`config.mk`:
```
export PLATFORM = sky130hd
export DESIGN_NAME = tri_pixel_iterator
export DESIGN_NICKNAME = d
export VERILOG_FILES = /design/src/rtl/tri_pixel_iterator_pkg.sv /design/src/rtl/tri_pixel_iterator_bbox_clamp.sv /design/src/rtl/tri_pixel_iterator.sv
export SDC_FILE = /design/constraint.sdc
export NUM_CORES = 1
export LEC_CHECK = 0
export BUFFER_PORTS_ARGS = -buffer_cell sky130_fd_sc_hd__buf_4
export CORE_MARGIN = 3
export CORE_UTILIZATION = 57
export DETAILED_ROUTE_END_ITERATION = 10
export PLACE_DENSITY = 0.81
export SLEW_MARGIN = 20
export SYNTH_ARGS = -nofsm -noshare
export SYNTH_HDL_FRONTEND = slang
export SYNTH_SLANG_ARGS = --single-unit
```
`constraint.sdc`:
```
create_clock -name i_clk -period 6.92 [get_ports i_clk]
set_input_delay 1.384 -clock i_clk [delete_from_list [all_inputs] [get_ports i_clk]]
set_output_delay 1.384 -clock i_clk [all_outputs]
set_load 0.005 [all_outputs]
```
`src/rtl/tri_pixel_iterator_pkg.sv`:
```
// -----------------------------------------------------------------------------
// tri_pixel_iterator_pkg
// Shared renderer definitions for the pixel iterator:
//   - screen size and coordinate width
//   - coordinate type (signed, COORD_W bits)
//   - traversal FSM state encoding
//   - signed min/max helpers used to build the bounding box
// -----------------------------------------------------------------------------
package tri_pixel_iterator_pkg;

  localparam int COORD_W  = 16;
  localparam int SCREEN_W = 320;
  localparam int SCREEN_H = 240;

  typedef logic signed [COORD_W-1:0] coord_t;

  typedef enum logic [1:0] {
    IDLE  = 2'd0,
    SETUP = 2'd1,
    SCAN  = 2'd2,
    DONE  = 2'd3
  } state_t;

  function automatic coord_t smin(input coord_t a, input coord_t b);
    return (a < b) ? a : b;
  endfunction

  function automatic coord_t smax(input coord_t a, input coord_t b);
    return (a > b) ? a : b;
  endfunction

endpackage

```
`src/rtl/tri_pixel_iterator_bbox_clamp.sv`:
```
// -----------------------------------------------------------------------------
// tri_pixel_iterator_bbox_clamp
// Combinational bounding box of three vertices, clamped to the screen.
// Ports:
//   i_x0..i_y2                 vertices (signed COORD_W)
//   o_min_x/o_max_x            clamped x range, 0..SCREEN_W-1
//   o_min_y/o_max_y            clamped y range, 0..SCREEN_H-1
//   o_empty                    box lies entirely off screen
// -----------------------------------------------------------------------------
module tri_pixel_iterator_bbox_clamp
  import tri_pixel_iterator_pkg::*;
(
  input  logic signed [COORD_W-1:0] i_x0,
  input  logic signed [COORD_W-1:0] i_y0,
  input  logic signed [COORD_W-1:0] i_x1,
  input  logic signed [COORD_W-1:0] i_y1,
  input  logic signed [COORD_W-1:0] i_x2,
  input  logic signed [COORD_W-1:0] i_y2,
  output logic signed [COORD_W-1:0] o_min_x,
  output logic signed [COORD_W-1:0] o_max_x,
  output logic signed [COORD_W-1:0] o_min_y,
  output logic signed [COORD_W-1:0] o_max_y,
  output logic                      o_empty
);

  // Typed (signed) constants keep every comparison below signed.
  localparam coord_t ZERO  = '0;
  localparam coord_t X_LIM = coord_t'(SCREEN_W - 1);
  localparam coord_t Y_LIM = coord_t'(SCREEN_H - 1);

  coord_t w_raw_min_x;
  coord_t w_raw_max_x;
  coord_t w_raw_min_y;
  coord_t w_raw_max_y;

  assign w_raw_min_x = smin(smin(i_x0, i_x1), i_x2);
  assign w_raw_max_x = smax(smax(i_x0, i_x1), i_x2);
  assign w_raw_min_y = smin(smin(i_y0, i_y1), i_y2);
  assign w_raw_max_y = smax(smax(i_y0, i_y1), i_y2);

  assign o_min_x = (w_raw_min_x < ZERO)  ? ZERO  : w_raw_min_x;
  assign o_max_x = (w_raw_max_x > X_LIM) ? X_LIM : w_raw_max_x;
  assign o_min_y = (w_raw_min_y < ZERO)  ? ZERO  : w_raw_min_y;
  assign o_max_y = (w_raw_max_y > Y_LIM) ? Y_LIM : w_raw_max_y;

  // Emptiness is judged on the raw extremes, before clamping hides it.
  assign o_empty = (w_raw_max_x < ZERO) || (w_raw_min_x > X_LIM) ||
                   (w_raw_max_y < ZERO) || (w_raw_min_y > Y_LIM);

endmodule

```
`src/rtl/tri_pixel_iterator.sv`:
```
// -----------------------------------------------------------------------------
// tri_pixel_iterator
// Latches a triangle on a start handshake, builds its screen-clamped bounding
// box and emits every pixel in that box in raster order, one per unstalled
// cycle. Backpressure inserts bubbles (o_valid low); no pixel is ever held.
// Ports:
//   i_clk, i_rst_n             clock, asynchronous active-low reset
//   i_start                    start request, taken only while o_busy is low
//   i_x0..i_y2                 triangle vertices, sampled on the accept edge
//   i_stall                    downstream hold, no pixel emitted on that edge
//   o_busy                     accept edge until o_done
//   o_x0..o_y2                 latched vertices for the edge engine
//   o_p_x, o_p_y, o_valid      current pixel and its qualifier
//   o_done                     one-cycle completion pulse
// -----------------------------------------------------------------------------
module tri_pixel_iterator
  import tri_pixel_iterator_pkg::*;
(
  input  logic                      i_clk,
  input  logic                      i_rst_n,
  input  logic                      i_start,
  input  logic signed [COORD_W-1:0] i_x0,
  input  logic signed [COORD_W-1:0] i_y0,
  input  logic signed [COORD_W-1:0] i_x1,
  input  logic signed [COORD_W-1:0] i_y1,
  input  logic signed [COORD_W-1:0] i_x2,
  input  logic signed [COORD_W-1:0] i_y2,
  input  logic                      i_stall,
  output logic                      o_busy,
  output logic signed [COORD_W-1:0] o_x0,
  output logic signed [COORD_W-1:0] o_y0,
  output logic signed [COORD_W-1:0] o_x1,
  output logic signed [COORD_W-1:0] o_y1,
  output logic signed [COORD_W-1:0] o_x2,
  output logic signed [COORD_W-1:0] o_y2,
  output logic signed [COORD_W-1:0] o_p_x,
  output logic signed [COORD_W-1:0] o_p_y,
  output logic                      o_valid,
  output logic                      o_done
);

  state_t r_state;
  state_t w_next_state;

  coord_t r_x0, r_y0, r_x1, r_y1, r_x2, r_y2;
  coord_t r_min_x, r_max_x, r_max_y;
  coord_t r_cur_x, r_cur_y;
  coord_t r_p_x, r_p_y;
  logic   r_busy, r_valid, r_done;

  coord_t w_min_x, w_max_x, w_min_y, w_max_y;
  logic   w_empty;
  logic   w_accept;
  logic   w_emit;
  logic   w_row_end;

  tri_pixel_iterator_bbox_clamp u_bbox_clamp (
    .i_x0    (r_x0),
    .i_y0    (r_y0),
    .i_x1    (r_x1),
    .i_y1    (r_y1),
    .i_x2    (r_x2),
    .i_y2    (r_y2),
    .o_min_x (w_min_x),
    .o_max_x (w_max_x),
    .o_min_y (w_min_y),
    .o_max_y (w_max_y),
    .o_empty (w_empty)
  );

  assign w_row_end = (r_cur_x == r_max_x);

  always_ff @(posedge i_clk or negedge i_rst_n) begin
    if (!i_rst_n) begin
      r_state <= IDLE;
    end else begin
      r_state <= w_next_state;
    end
  end

  always_comb begin
    w_next_state = r_state;
    w_accept     = 1'b0;
    w_emit       = 1'b0;
    case (r_state)
      IDLE: begin
        if (i_start) begin
          w_accept     = 1'b1;
          w_next_state = SETUP;
        end
      end
      SETUP: begin
        w_next_state = w_empty ? DONE : SCAN;
      end
      SCAN: begin
        if (!i_stall) begin
          w_emit = 1'b1;
          // The pixel leaving now is (max_x,max_y): traversal is complete.
          if (w_row_end && (r_cur_y == r_max_y)) begin
            w_next_state = DONE;
          end
        end
      end
      DONE: begin
        w_next_state = IDLE;
      end
      default: begin
        w_next_state = IDLE;
      end
    endcase
  end

  always_ff @(posedge i_clk or negedge i_rst_n) begin
    if (!i_rst_n) begin
      r_x0    <= '0;
      r_y0    <= '0;
      r_x1    <= '0;
      r_y1    <= '0;
      r_x2    <= '0;
      r_y2    <= '0;
      r_min_x <= '0;
      r_max_x <= '0;
      r_max_y <= '0;
      r_cur_x <= '0;
      r_cur_y <= '0;
      r_p_x   <= '0;
      r_p_y   <= '0;
      r_busy  <= 1'b0;
      r_valid <= 1'b0;
      r_done  <= 1'b0;
    end else begin
      if (w_accept) begin
        r_x0   <= i_x0;
        r_y0   <= i_y0;
        r_x1   <= i_x1;
        r_y1   <= i_y1;
        r_x2   <= i_x2;
        r_y2   <= i_y2;
        r_busy <= 1'b1;
      end

      // Box registered once; min_y is only needed to seed the row counter.
      if (r_state == SETUP) begin
        r_min_x <= w_min_x;
        r_max_x <= w_max_x;
        r_max_y <= w_max_y;
        r_cur_x <= w_min_x;
        r_cur_y <= w_min_y;
      end

      // Stalled edges leave a bubble; pixel registers keep their last value.
      r_valid <= w_emit;
      if (w_emit) begin
        r_p_x <= r_cur_x;
        r_p_y <= r_cur_y;
        if (w_row_end) begin
          r_cur_x <= r_min_x;
          r_cur_y <= r_cur_y + coord_t'(1);
        end else begin
          r_cur_x <= r_cur_x + coord_t'(1);
        end
      end

      // Done pulse and busy release land together on the edge leaving DONE.
      r_done <= (r_state == DONE);
      if (r_state == DONE) begin
        r_busy <= 1'b0;
      end
    end
  end

  assign o_busy  = r_busy;
  assign o_valid = r_valid;
  assign o_done  = r_done;
  assign o_p_x   = r_p_x;
  assign o_p_y   = r_p_y;
  assign o_x0    = r_x0;
  assign o_y0    = r_y0;
  assign o_x1    = r_x1;
  assign o_y1    = r_y1;
  assign o_x2    = r_x2;
  assign o_y2    = r_y2;

endmodule
```
==> results of run 1 <==
==> per-layer routing <==
layer	global-route usage (%)	wire length, um	part of all wire [%]
met4	15.0	2080	5.6
met1	35.6	14500	39
met2	52.0	18700	50
met5	0	0	0
met3	3.89	1870	5.0
==> registers in the layout (all words and copies together), names as in the netlist <==
signal	flops
o_p_y	16
o_y1	16
o_y2	16
o_busy	1
r_state	2
r_max_x	16
o_done	1
r_min_x	15
r_cur_y	16
o_y0	16
o_p_x	16
o_x1	16
r_cur_x	16
o_valid	1
r_max_y	16
o_x0	16
o_x2	16
==> area by class of cell <==
type | count | area [um2] | share of cell area (%)
clock buffers | 36 | 717 | 4.47
inverters | 94 | 353 | 2.20
well taps | 285 | 357 | 2.22
repair buffers | 247 | 1860 | 11.6
diodes | 1 | 2.50 | 0.0156
multi-input cells | 1018 | 7360 | 45.9
clock inverters | 6 | 83.8 | 0.523
flip-flops and latches | 212 | 5310 | 33.1
==> cells by family after synthesis <==
| logic type | after synthesis |
|---|---|
| AOI/OAI and AO/OA | 311 |
| xor gates and xnor gates | 46 |
| adders and majority gates | 101 |
| buffers and inverters | 164 |
| DFF | 212 |
| muxes | 152 |
| and+or+nand+nor | 408 |
==> critical path, stage by stage, from the launching register on <==
cell	delay (ps)
dfrtp_1	440
ha_1	470
nand4_2	170
nor4_1	330
a21bo_2	310
and3_4	180
nor3_4	550
buf_4	290
mux2_2	370
ha_1	300
nand3_1	70
or2_2	310
a2111o_1	340
a211oi_4	610
mux2_2	490
a311oi_4	430
nor3_1	120
==> cell usage after synthesis (27+ instances only) <==
cell      number
clkbuf_1      51
mux2_2       135
a211oi_1      28
ha_1         101
dfrtp_1      212
nand2_1      171
o21ai_0       82
nor2_1        99
a21oi_1       82
xnor2_1       27
nand4_1       27
inv_1         94
==> through the flow <==
stage          setup slack [ps]  instances  hold WS [ps]
5_1_grt                     591       1899           494
3_3_place_gp               1130       1856           460
4_1_cts                     676       1898           479
2_1_floorplan              1800       1394           470
3_5_place_dp                710       1856           465
6_report                   1000       1899           473
==> worst paths after layout <==
kind                                            from                 endpoint  slack [ps]
worst max-delay path            o_x0[15]$_DFFE_PN0P_  r_max_x[13]$_DFFE_PN0P_        1000
worst min-delay path            o_p_y[9]$_DFFE_PN0P_     o_p_y[9]$_DFFE_PN0P_         470
worst max register to register  o_x0[15]$_DFFE_PN0P_  r_max_x[13]$_DFFE_PN0P_        1000
worst min register to register  o_p_y[9]$_DFFE_PN0P_     o_p_y[9]$_DFFE_PN0P_         470
max in group asynchronous                    i_rst_n    o_p_x[12]$_DFFE_PN0P_        4700
min in group asynchronous                    i_rst_n     o_y2[10]$_DFFE_PN0P_         890
==> impl_results.md, run 1 <==
- Min-Delay Path Class: register to register
- Worst setup SP type: register
- Seq/Total Area, Yosys: 40.1%
- Final Hold Vio Count: 0
- Slew HR: 39.1%
- Yosys warns: 0
- Drt pass-1 iters: 5
- 1st-iter DRT viols: 786
- Layout Skew: 10.5 ps
- First-pass GRT wire length: 59.3 mm
- Fin util: 70.6%
- Final net count: 1798
- CTS tree: yes
- Vias in the first global route: 11415
- Area leader, netlist: dfrtp_1
- Async set-reset flop share out of synthesis: 100%
- Pin count of the biggest net entering global routing: 85
- Final wirelength: 37.1 mm
- Overall routing resource usage: 29.6%
- Predominant post-synthesis flop cell: dfrtp_1
- Flops & latches, synth: 212
- Final Cell Area: 16000 um2
- Synth top area cells: dfrtp_1, mux2_2, ha_1
- Residual DRC: 0
- Post-DRT Antenna Nets: 0
- Critical Path RT: 7310 ps
- Final Max Tran Viols: 0
- GP Congestion: 0.937
- CP max FO: 19
- Hold_buf cts: 0
- Die width: 158 um
- Port Buffers: 230
- CTS Buffer Depth: 3
- Io pins: 231
- Fmax: 169 MHz
- Sink Count: 212
- Min-Delay Path Depth: 2
- Crit Path Class: register to register
- Clk slew on worst S/H paths: 60 ps
- Syn Std Cell Area: 13200 um2
- Synth Area in Simple Gates: 14.2%
- Status: finished clean
- DR WL/cell: 19.5 um
- Largest family of logic cells by synthesized area: compound AO/OA/AOI/OAI gates
- Synthesized Nets: 1595
- Grt ovf: 0
- Buffers inserted by post-CTS timing repair: 0
- Post-synth EDFFs: 0
- Synth-to-Final Area Change: 21.3%
- Share of layout cells above drive strength 1: 27.3%
- Netlist cell types: 66
- RSZ-0062 raised after global routing: no
- Most common cell after layout, fill and taps aside: buf_4
- Area post-placement: 15200 um2
- CP endpoint kind: register
- Critical Path AT: 6310 ps
- # rows: 55
- Most frequent cells in the layout: buf_4, dfrtp_1, nand2_1, mux2_2, ha_1
- Root buffer cell: clkbuf_16
- Worst slew pin tran: 914 ps
- Initial antenna violation count: 1
- Final setup violation count: 0
- Die Area: 25100 um2
- Final Cycle Share: 85.5%
- R2R cell count: 16
- Yosys top cell area share: 40.1%
- Synthesized instance count: 1394
- Compound-Gate Fraction of Synth Area: 15.5%
- Core Region: 22700 um2
- Chip height: 158 um
- Hpwl dp: 27.9 mm
- Via density: 5.96
- Avg Synthesized Cell Area: 9.48 um2
- Crit path time final: 5920 ps
- Vias: 11321
- Starting Density: 58.2%
- Setup TNS: 0 ps
- Mux cell area share after synthesis: 12.8%
- CTS H-tree depth: 1
- Post-CTS sizing: 0
- Fill cell count: 1716
- XOR/XNOR Fraction of Synth Area: 3.05%
- Clk_lat worst skew: 530 ps
- Post-Synth Adder-Cell Area: 9.56%
- CTS Buf Count: 24
- Max-Cap Viols: 0
Power of run 1 is left out: the tool's default activity adds up to more than one toggle a clock period on the data nets, which glitch-free logic cannot reach.
==> run 2: changes to the inputs <==
--- a/config.mk
+++ b/config.mk
@@ -6,11 +6,11 @@
 export NUM_CORES = 1
 export LEC_CHECK = 0
 export BUFFER_PORTS_ARGS = -buffer_cell sky130_fd_sc_hd__buf_4
+export CORE_ASPECT_RATIO = 0.8
 export CORE_MARGIN = 3
 export CORE_UTILIZATION = 57
 export DETAILED_ROUTE_END_ITERATION = 10
 export PLACE_DENSITY = 0.81
-export SLEW_MARGIN = 20
 export SYNTH_ARGS = -nofsm -noshare
 export SYNTH_HDL_FRONTEND = slang
 export SYNTH_SLANG_ARGS = --single-unit
==> run 2 against run 1 <==
Worst setup slack worse by 240 ps; utilization increased by 0.065 points; clock skew up 9.8 ps; non-clock buffer count is 4 higher; clock-buffer cell count is 6 lower; fmax decreased by 3.9%; sequential share of layout area up 0.096 points; hold slack gained 2.5 ps; routed wire length grew 1.8%; flip-flop and latch count unchanged; via count is 1.9% higher.
==> impl_results.md, run 2 (synthesis gave the netlist of run 1 again) <==
- Status: finished clean
- Met3 Wirelength: 4.16 mm
- Vias: 11539
- Most common cell after layout, fill and taps aside: buf_4
- Most frequent cells in the layout: buf_4, dfrtp_1, nand2_1, mux2_2, ha_1
- Fmax: 162 MHz
- Critical Path RT: 7310 ps
- Sink Count: 212
- Metal-1 WL: 17.3 mm
- CTS Buf Count: 22
- Residual DRC: 0
- Core Region: 22600 um2
- DR top layer: met4
- Clk slew on worst S/H paths: 60 ps
- Overall routing resource usage: 29.9%
- CP endpoint kind: register
- CTS H-tree depth: 1
- Synth-to-Final Area Change: 21.0%
- Max-Cap Viols: 0
- Setup TNS: 0 ps
- Final net count: 1800
- Final wirelength: 37.8 mm
- Pin count of the biggest net entering global routing: 92
- Multi-input logic area: 7350 um2
- Die width: 176 um
- Port Buffers: 230
- Vias in the first global route: 11315
- Worst setup SP type: register
- Die Area: 25100 um2
- Final Hold Vio Count: 0
- Grt ovf: 0
- GP Congestion: 0.967
- Initial antenna violation count: 0
- Antenna cells: 0
- Drt pass-1 iters: 6
- Post-DRT Antenna Nets: 0
- Share of layout cells above drive strength 1: 27.3%
- Final Cycle Share: 89.0%
- CTS Buffer Depth: 3
- Layout Skew: 20.3 ps
- Via density: 6.01
- First-pass GRT wire length: 61.0 mm
- Min-Delay Path Class: register to register
- CTS tree: yes
- Crit path time final: 6160 ps
- Worst slew pin tran: 952 ps
- 1st-iter DRT viols: 1230
- Critical Path AT: 6550 ps
- Fill cell count: 1751
- Reg area: 5310 um2
- DR WL/cell: 19.7 um
- RSZ-0062 raised after global routing: no
- Starting Density: 58.4%
- Buffers inserted by post-CTS timing repair: 0
- DR WL met2: 15.6 mm
- Hold_buf cts: 0
- Io pins: 231
- Root buffer cell: clkbuf_16
- Chip height: 142 um
- Clk_lat worst skew: 520 ps
- Post-CTS sizing: 0
- Crit Path Class: register to register
- # rows: 49
- CP max FO: 18
- Slew HR: 34.9%
- Final setup violation count: 0
- Final Max Tran Viols: 0
- Hpwl dp: 28.5 mm
-- run 2: cell count changes in the layout (fill, tap and decap cells not counted), sizes merged --
| cell | change |
|---|---|
| buf | +4 |
| bufinv | -1 |
| clkinv | +3 |
| clkbuf | -6 |
| diode | -1 |
-- run 2: cell type report --
type                    count  area share [%]
inverters                  94            2.21
clock buffers              30            3.94
clock inverters             8           0.477
repair buffers            251            11.8
multi-input cells        1018            46.0
well taps                 306            2.39
flip-flops and latches    212            33.2
-- run 2: metal layers --
layer	GRT usage, %	vias up
met5	0	-
met4	5.37	0
met3	8.19	54
met2	42.6	562
met1	46.3	5539
li1	-	5384
-- run 2: final timing paths --
| check | startpoint | endpoint | slack, ps | cells past startpoint |
|---|---|---|---|---|
| min reg2reg | o_p_x[7]$_DFFE_PN0P_ | o_p_x[7]$_DFFE_PN0P_ | 480 | 2 |
| max | o_y1[15]$_DFFE_PN0P_ | r_max_y[1]$_DFFE_PN0P_ | 760 | 20 |
| min | o_p_x[7]$_DFFE_PN0P_ | o_p_x[7]$_DFFE_PN0P_ | 480 | 2 |
| max reg2reg | o_y1[15]$_DFFE_PN0P_ | r_max_y[1]$_DFFE_PN0P_ | 760 | 20 |
| max in group asynchronous | i_rst_n | r_min_x[11]$_DFFE_PN0P_ | 4620 | 2 |
| min in group asynchronous | i_rst_n | o_y0[15]$_DFFE_PN0P_ | 940 | 1 |
-- run 2: through the flow --
step	worst slack (ps)	instances	utilization, %	hold slack [ps]	area, um2
finish	761	1919	70.7	475	16000
global route	440	1919	70.7	499	16000
CTS	1000	1919	70.7	483	16000
detailed placement	1010	1881	67.6	468	15300
global placement	1090	1881	67.6	461	15300
floorplan	1800	1394	-	470	13200
-- run 2: critical path: stages (launching register included) --
cell and delay [ps]:
dfrtp_1 460, inv_1 70, ha_1 460, nand4_1 160
nor4_1 630, o21ai_0 290, nand3b_1 170, a21boi_1 180
buf_4 290, mux2_2 390, ha_1 290, and4_1 280
o2111ai_1 140, a21oi_1 200, and4b_1 250, a2111oi_4 640
nor2_1 150, a211oi_1 500, a21oi_1 80, buf_4 220
o22a_1 180
Power of run 2 is left out for the same reason.
==> run 3: changes to the inputs <==
--- a/config.mk
+++ b/config.mk
@@ -8,9 +8,8 @@
 export BUFFER_PORTS_ARGS = -buffer_cell sky130_fd_sc_hd__buf_4
 export CORE_ASPECT_RATIO = 0.8
 export CORE_MARGIN = 3
-export CORE_UTILIZATION = 57
+export CORE_UTILIZATION = 35
 export DETAILED_ROUTE_END_ITERATION = 10
-export PLACE_DENSITY = 0.81
 export SYNTH_ARGS = -nofsm -noshare
 export SYNTH_HDL_FRONTEND = slang
 export SYNTH_SLANG_ARGS = --single-unit
==> run 3 against run 2 <==
Sequential share of layout area is 0.70 points lower; flip-flop and latch count unchanged; via count is 2.4% lower; non-clock buffer count decreased by 4; critical path type unchanged; register-to-register slack better by 200 ps; largest cell class unchanged; die area rose by 60%; hold slack got worse by 1.3 ps; final area is 2.2% higher; critical path depth fell by 1; worst setup slack improved by 200 ps; utilization shrank 27 points.
==> impl_results.md, run 3 (synthesis gave the netlist of run 1 again) <==
- CP max FO: 19
- Worst setup slack after placement: 1010 ps
- Die Area: 40200 um2
- 1st-iter DRT viols: 866
- Final setup violation count: 0
- Most frequent cells in the layout: buf_4, dfrtp_1, nand2_1, mux2_2, ha_1
- Pin count of the biggest net entering global routing: 172
- Chip height: 180 um
- Hold_buf cts: 0
- Clk slew on worst S/H paths: 60 ps
- Final wirelength: 40.9 mm
- # rows: 63
- Share of layout cells above drive strength 1: 27.5%
- Status: finished clean
- Critical Path AT: 6360 ps
- Slew HR: 22.3%
- RSZ-0062 raised after global routing: no
- Post-CTS sizing: 0
- Die width: 223 um
- GP Congestion: 0.922
- Crit path time final: 5960 ps
- CTS Buffer Depth: 3
- Post-DRT Antenna Nets: 0
- Vias: 11262
- Clk_lat worst skew: 530 ps
- CTS tree: yes
- CP endpoint kind: register
- CTS Buf Count: 25
- Setup TNS: 0 ps
- Final Cycle Share: 86.2%
- Starting Density: 35.6%
- DR WL/cell: 19.4 um
- Layout Skew: 12.0 ps
- Fmax: 168 MHz
- Synth-to-Final Area Change: 23.6%
- Core Region: 37100 um2
- Via density: 5.36
- Setup WS post-layout: 956 ps
- Sink Count: 212
- Port Buffers: 230
- CTS H-tree depth: 1
- Final Max Tran Viols: 0
- Worst slew pin tran: 1140 ps
- Max-Cap Viols: 0
- Crit Path Class: register to register
- R2R Setup Slk: 960 ps
- Buffers inserted by post-CTS timing repair: 0
- Io pins: 231
- Critical Path RT: 7320 ps
- Root buffer cell: clkbuf_16
- Overall routing resource usage: 19.9%
- First-pass GRT wire length: 65.2 mm
- Drt pass-1 iters: 5
- Final net count: 1799
- Antenna cells: 0
- Grt ovf: 0
- Residual DRC: 0
- Worst setup SP type: register
- Most common cell after layout, fill and taps aside: buf_4
- Final Hold Vio Count: 0
- Vias in the first global route: 11149
- Hpwl dp: 30.8 mm
- Min-Delay Path Class: register to register
- Initial antenna violation count: 0
run 3: changes by cell type in the layout (fill, tap and decap cells not counted), sizes merged:
cell | before | now
buf | 250 | 247
inv | 94 | 95
bufinv | 1 | 2
clkbuf | 31 | 36
clkinvlp | 0 | 1
clkinv | 7 | 5
run 3: per-layer routing:
| metal | up-vias | wire length (um) | global-route usage [%] |
|---|---|---|---|
| met5 | - | 0 | 0 |
| met4 | 0 | 511 | 2.80 |
| met3 | 40 | 2070 | 2.99 |
| met2 | 294 | 17500 | 29.5 |
| met1 | 5546 | 20800 | 31.4 |
| li1 | 5382 | - | - |
run 3: final cells by class:
| cell class | count | area [um2] |
|---|---|---|
| clock inverter | 9 | 101 |
| fill | 3629 | 20800 |
| inverter | 94 | 353 |
| sequential | 212 | 5310 |
| clock buffer | 36 | 727 |
| tap | 487 | 609 |
| timing repair buffer | 247 | 1870 |
| multi-input combinational | 1018 | 7370 |
run 3: stage by stage:
step	std cells	hold WS [ps]	cell area (um2)	utilization, %
floorplan	1394	470	13200	-
global placement	2058	464	15500	41.8
detailed placement	2058	466	15500	41.8
CTS	2103	482	16300	44.0
global route	2103	503	16300	44.0
finish	2103	474	16300	44.0
run 3: worst paths after layout:
check,start,end,cells after the start
max reg2reg,o_x0[15]$_DFFE_PN0P_,r_max_x[13]$_DFFE_PN0P_,19
max,o_x0[15]$_DFFE_PN0P_,r_max_x[13]$_DFFE_PN0P_,19
min in group asynchronous,i_rst_n,o_x1[4]$_DFFE_PN0P_,1
max in group asynchronous,i_rst_n,o_p_x[5]$_DFFE_PN0P_,2
min reg2reg,o_p_x[0]$_DFFE_PN0P_,o_p_x[0]$_DFFE_PN0P_,2
min,o_p_x[0]$_DFFE_PN0P_,o_p_x[0]$_DFFE_PN0P_,2
run 3: worst max-delay path, cell delays in order, from the launching register on:
cell and delay [ps]:
dfrtp_1 430, ha_1 470, nand4_2 160, nor4_1 350, a21bo_2 320, and3_4 180
nor3_4 480, buf_4 290, mux2_2 420, ha_1 320, nand2_1 70, nor2_1 40
a211oi_1 290, o22ai_1 110, nor4_1 490, a211oi_4 270, buf_4 280, or2_2 340
a311oi_4 410, nor3_1 120
Power of run 3 is left out for the same reason.
